<file path="src/rtl/cast_rr_scheduler.sv">
// Round-robin scheduler sharing one saturating unsigned fixed-point cast stage across N_CH channels.
// Optional saturation flag/counter outputs enabled by defining CAST_SAT_COUNT_EN.
module cast_rr_scheduler #(
    parameter int unsigned N_CH       = 4,
    parameter int unsigned DIN_WIDTH  = 8,
    parameter int unsigned DIN_POINT  = 4,
    parameter int unsigned DOUT_WIDTH = 16,
    parameter int unsigned DOUT_POINT = 11,
    parameter int unsigned CH_W       = $clog2(N_CH)
) (
    input  logic                         clk,
    input  logic                         rst_n,
    input  logic [N_CH*DIN_WIDTH-1:0]    din,
    input  logic [N_CH-1:0]              din_valid,
    output logic [N_CH-1:0]              din_ready,
    output logic [DOUT_WIDTH-1:0]        dout,
    output logic [CH_W-1:0]              dout_ch,
    output logic                         dout_valid,
    input  logic                         dout_ready
`ifdef CAST_SAT_COUNT_EN
    ,
    output logic                         sat_flag,
    output logic [15:0]                  sat_count
`endif
);

    localparam int unsigned DOUT_INT = DOUT_WIDTH - DOUT_POINT;
    // Input bits at or above this index do not fit the output integer field.
    localparam int unsigned SAT_BIT  = DIN_POINT + DOUT_INT;
    localparam int unsigned CNT_W    = 16;

    logic [DIN_WIDTH-1:0]  hold_q [N_CH];
    logic [DIN_WIDTH-1:0]  hold_d [N_CH];
    logic [N_CH-1:0]       full_q, full_d;
    logic [CH_W-1:0]       ptr_q, ptr_d;
    logic [DOUT_WIDTH-1:0] dout_q, dout_d;
    logic [CH_W-1:0]       dout_ch_q, dout_ch_d;
    logic                  dout_valid_q, dout_valid_d;
    logic                  sat_flag_q, sat_flag_d;
    logic [CNT_W-1:0]      sat_count_q, sat_count_d;

    logic                  advance_c;
    logic                  gnt_found_c;
    logic [CH_W-1:0]       gnt_idx_c;
    logic [DOUT_WIDTH:0]   cast_res_c;

    // Bit-aligned recast: MSB of result is the saturation indicator.
    function automatic logic [DOUT_WIDTH:0] cast_word(input logic [DIN_WIDTH-1:0] x);
        logic [DOUT_WIDTH-1:0] y;
        logic                  sat;
        y   = '0;
        sat = 1'b0;
        for (int o = 0; o < int'(DOUT_WIDTH); o++) begin
            int src;
            src = o - int'(DOUT_POINT) + int'(DIN_POINT);
            if (src >= 0 && src < int'(DIN_WIDTH)) y[o] = x[src];
        end
        for (int i = int'(SAT_BIT); i < int'(DIN_WIDTH); i++) sat = sat | x[i];
        if (sat) y = '1;
        return {sat, y};
    endfunction

    // Round-robin search starting at the pointer, ascending modulo N_CH.
    always_comb begin
        gnt_found_c = 1'b0;
        gnt_idx_c   = '0;
        for (int k = 0; k < int'(N_CH); k++) begin
            int c;
            c = int'(ptr_q) + k;
            if (c >= int'(N_CH)) c = c - int'(N_CH);
            if (!gnt_found_c && full_q[c]) begin
                gnt_found_c = 1'b1;
                gnt_idx_c   = CH_W'(c);
            end
        end
    end

    assign advance_c  = ~dout_valid_q | dout_ready;
    assign cast_res_c = cast_word(hold_q[gnt_idx_c]);

    always_comb begin
        hold_d       = hold_q;
        full_d       = full_q;
        ptr_d        = ptr_q;
        dout_d       = dout_q;
        dout_ch_d    = dout_ch_q;
        dout_valid_d = dout_valid_q;
        sat_flag_d   = sat_flag_q;
        sat_count_d  = sat_count_q;

        // Holders load only when empty, so a load never collides with a grant.
        for (int i = 0; i < int'(N_CH); i++) begin
            if (din_valid[i] && !full_q[i]) begin
                full_d[i] = 1'b1;
                hold_d[i] = din[i*DIN_WIDTH +: DIN_WIDTH];
            end
        end

        if (advance_c) begin
            if (gnt_found_c) begin
                full_d[gnt_idx_c] = 1'b0;
                dout_d            = cast_res_c[DOUT_WIDTH-1:0];
                sat_flag_d        = cast_res_c[DOUT_WIDTH];
                dout_ch_d         = gnt_idx_c;
                dout_valid_d      = 1'b1;
                ptr_d             = (int'(gnt_idx_c) == int'(N_CH) - 1) ? '0 : gnt_idx_c + CH_W'(1);
            end else begin
                dout_valid_d = 1'b0;
            end
        end

        if (dout_valid_q && dout_ready && sat_flag_q && (sat_count_q != '1))
            sat_count_d = sat_count_q + CNT_W'(1);
    end

    always_ff @(posedge clk or negedge rst_n) begin
        if (!rst_n) begin
            for (int i = 0; i < int'(N_CH); i++) hold_q[i] <= '0;
            full_q       <= '0;
            ptr_q        <= '0;
            dout_q       <= '0;
            dout_ch_q    <= '0;
            dout_valid_q <= 1'b0;
            sat_flag_q   <= 1'b0;
            sat_count_q  <= '0;
        end else begin
            hold_q       <= hold_d;
            full_q       <= full_d;
            ptr_q        <= ptr_d;
            dout_q       <= dout_d;
            dout_ch_q    <= dout_ch_d;
            dout_valid_q <= dout_valid_d;
            sat_flag_q   <= sat_flag_d;
            sat_count_q  <= sat_count_d;
        end
    end

    assign din_ready  = ~full_q;
    assign dout       = dout_q;
    assign dout_ch    = dout_ch_q;
    assign dout_valid = dout_valid_q;

`ifdef CAST_SAT_COUNT_EN
    assign sat_flag  = sat_flag_q;
    assign sat_count = sat_count_q;
`else
    logic unused_sat_c;
    assign unused_sat_c = ^{sat_flag_q, sat_count_q};
`endif

endmodule

</file>
<file path="config.mk">
export PLATFORM = sky130hd
export DESIGN_NAME = cast_rr_scheduler
export DESIGN_NICKNAME = d
export VERILOG_FILES = /design/src/rtl/cast_rr_scheduler.sv
export SDC_FILE = /design/constraint.sdc
export NUM_CORES = 1
export LEC_CHECK = 0
export ABC_CLOCK_PERIOD_IN_PS = 3000
export CAP_MARGIN = 20
export CORE_MARGIN = 10
export CORE_UTILIZATION = 45
export CTS_CLUSTER_DIAMETER = 80
export DETAILED_ROUTE_END_ITERATION = 7
export PLACE_DENSITY = 0.8
export SYNTH_ARGS = -nofsm -noshare
export SYNTH_HDL_FRONTEND = slang
export SYNTH_SLANG_ARGS = --single-unit
</file>
<file path="constraint.sdc">
create_clock -name clk -period 3 [get_ports clk]
set_clock_uncertainty 0.1 [all_clocks]
set_input_delay 0.45 -clock clk [delete_from_list [all_inputs] [get_ports clk]]
set_output_delay 0.45 -clock clk [all_outputs]
set_load 0.03 [all_outputs]
</file>
==> results.cfg <==
[global_routing]
grt-ovfl-total = 0
met1_usage_pct = 13.7
grt_busiest_layer = met2
grt_util_met2_pct = 19.2
grt_util_all_layers_pct = 11.9
grt_antenna_before_repair = 0
grt_max_degree = 50
grt_pass1_vias = 1665
grt_pass1_wl_mm = 8.06
grtUsageMet3_pct = 5.22

[setup_path]
path_cells = nor4_1 -> a21o_1 -> nor3_1 -> a211o_1
cp_num_buf_inv = 0
setup.worst_path.start_class = register
cp_slowest_cell = a21o_1
ff2ff_setup_slack_ns = 0.77
slowest_delay_ns = 0.69
crit_arrival_ns = 2.31
path_class = register to register
crit_fanout = 29
cp-end-kind = register
worstPathRequired_ns = 3.07
cp_top_family = compound AO/OA/AOI/OAI gates

[yosys]
ys_seq_elements = 49
synthArstFlopShare_pct = 100
yosys.area.top_type = dfrtp_1
syn_area_um2 = 2310
ys_types = 28
yosysWarnings = 0
synth_top_area_share_pct = 53.1
synth_area_leaders = dfrtp_1, mux2_2, mux2i_1
ys_seq_area_share_pct = 53.1
synth_edf_count = 0
synth_most_common_cell = dfrtp_1
synth_ff_type = dfrtp_1
synth_area_per_cell_um2 = 12.4
syn_inst = 186
yosys-top-cells-count = dfrtp_1, mux2_2, mux2i_1, nor3_1, nand2_1

[power_and_ir_drop]
p_switching_uw = 1140
p_int_uw = 1900
seqPwrFrac_pct = 38.8
p_leak_uw = 0.00133
swShare_pct = 37.5
powerDensity_nw_per_um2 = 1030
p_clk_share_pct = 12.6
combinationalPowerShare_pct = 48.6
worst_ir_drop_vdd_mv = 0.716

[finish]
n_fill_cell = 428
postLayoutCoreUtil_pct = 58.6
antenna_cells = 0
nets = 283
synthToLayoutAreaGrowth_pct = 27.8
drive_gt1_share_pct = 20.4

[routing]
drtAntennaViolNets = 0
routedWlPerCell_um = 15.8
drtIter0Drc = 82
vias_per_cell = 4.99
wl_mm = 4.89
drc = 0
via_count = 1547
firstDrtPassIters = 4

[sta]
finalHoldViolCount = 0
worst_pin_slew_ns = 0.833
setup_viol = 0
hold_slack_ns = 0.00851
setup_tns_ns = 0
finalMaxSlewViolations = 0
clock.fmax_mhz = 448
period_needed_ns = 2.23
relSlewSlack_pct = 44.5
rsz0062_at_grt = no
fin_crit_sh_pct = 74.4

[clock_tree]
clkLatencyLatePin_ns = 0.29
clockBufferDepth = 2
htree_levels = 2
clk_pin_slew_ns = 0.08
clock_sinks = 49
cts_resized = 0
cts_tree = built
post_cts_buffers = 0
cts_hold_buf = 0
cts_root_buffer = clkbuf_8
numCtsBuffers = 5

[die]
die_area_um2 = 8400
rows = 26
die_w_um = 91.7
core_um2 = 5040
die_h_um = 91.7
initial_utilization_pct = 45.8
ioPinCount = 62

[placement]
gp_congestion = 0.819
io_buffers = 53
place_hpwl_mm = 3.67

[outcome]
status = finished, final reports clean

[flow_run]
drv_cap = 0

[worst_hold_path]
min_path_type = input port to asynchronous set/reset pin
[worst register-to-register path, stage by stage (launching register included)]
cell and delay (ns):
dfrtp_1 0.44, nor4_1 0.45, a21o_1 0.69, nor3_1 0.12, a211o_1 0.31
[cells in the final DEF, fill, tap and decap left out]
| cell type | instances |
|---|---|
| a211o_1 | 8 |
| a21boi_0 | 1 |
| a21o_1 | 1 |
| a21o_2 | 1 |
| a21oi_1 | 7 |
| a22oi_1 | 1 |
| and2b_2 | 1 |
| buf_12 | 1 |
| buf_2 | 1 |
| buf_4 | 4 |
| clkbuf_1 | 1 |
| clkbuf_8 | 6 |
| clkdlybuf4s50_1 | 52 |
| conb_1 | 8 |
| dfrtp_1 | 49 |
| ha_1 | 4 |
| inv_1 | 7 |
| inv_2 | 1 |
| mux2_2 | 33 |
| mux2i_1 | 16 |
| nand2_1 | 9 |
| nor2_1 | 4 |
| nor2b_1 | 3 |
| nor3_1 | 16 |
| nor4_1 | 1 |
| o21ai_0 | 1 |
| o221ai_2 | 1 |
| o22a_1 | 1 |
| or3b_1 | 1 |
[power by group through the flow]
stage	clock (uW)	combinational (uW)	sequential [uW]
global placement	0	1460	1180
detailed placement	0	1500	1190
floorplan	0	1020	1270
finish	382	1480	1180
global route	425	1630	1220
CTS	396	1500	1180
[flip-flops by register name, indices dropped and copies added, names as in the netlist]
name,flops
full_q,4
hold_q,32
dout_valid,1
ptr_q,2
dout_ch,2
dout,8
[layer usage]
| metal | vias to the layer above | wire (um) |
|---|---|---|
| met1 | 745 | 2130 |
| met2 | 47 | 2320 |
| met4 | 0 | 68 |
| met3 | 7 | 375 |
| met5 | - | 0 |
| li1 | 748 | - |
[area by class of cell]
cell class | count | area (um^2) | share of cell area [%]
Sequential cell | 49 | 1230 | 41.5
Multi-Input combinational cell | 118 | 948 | 32.1
Timing Repair Buffer | 58 | 576 | 19.5
Tap cell | 70 | 87.6 | 2.96
Clock buffer | 7 | 86.3 | 2.92
Inverter | 8 | 30.0 | 1.02
[through the flow]
step                worst slack, ns  instances  instance area [um^2]  power (uW)
global placement              0.826        302                  2850        2640
floorplan                      1.10        193                  2340        2280
CTS                           0.779        309                  2930        3080
global route                  0.602        310                  2950        3270
finish                        0.769        310                  2950        3040
detailed placement            0.752        302                  2850        2700
[kinds of logic after synthesis]
group	Yosys count	synth area share [%]
AOI/OAI and AO/OA	22	6.88
adders and majority gates	4	2.17
buffers and inverters	26	7.31
DFF	49	53.1
muxes	49	23.0
other	1	0.162
and+or+nand+nor	35	7.42
[final timing paths]
path | start | endpoint | cells after the start
max | full_q[3] | dout[10] | 4
min | rst_n | hold_q[4] | 1
max reg2reg | full_q[3] | dout[10] | 4
min reg2reg | dout[14] | dout[14] | 1
max in group asynchronous | rst_n | hold_q[24] | 2
min in group clk | dout[14] | dout[14] | 1
Power figures use the tool's default switching activity.
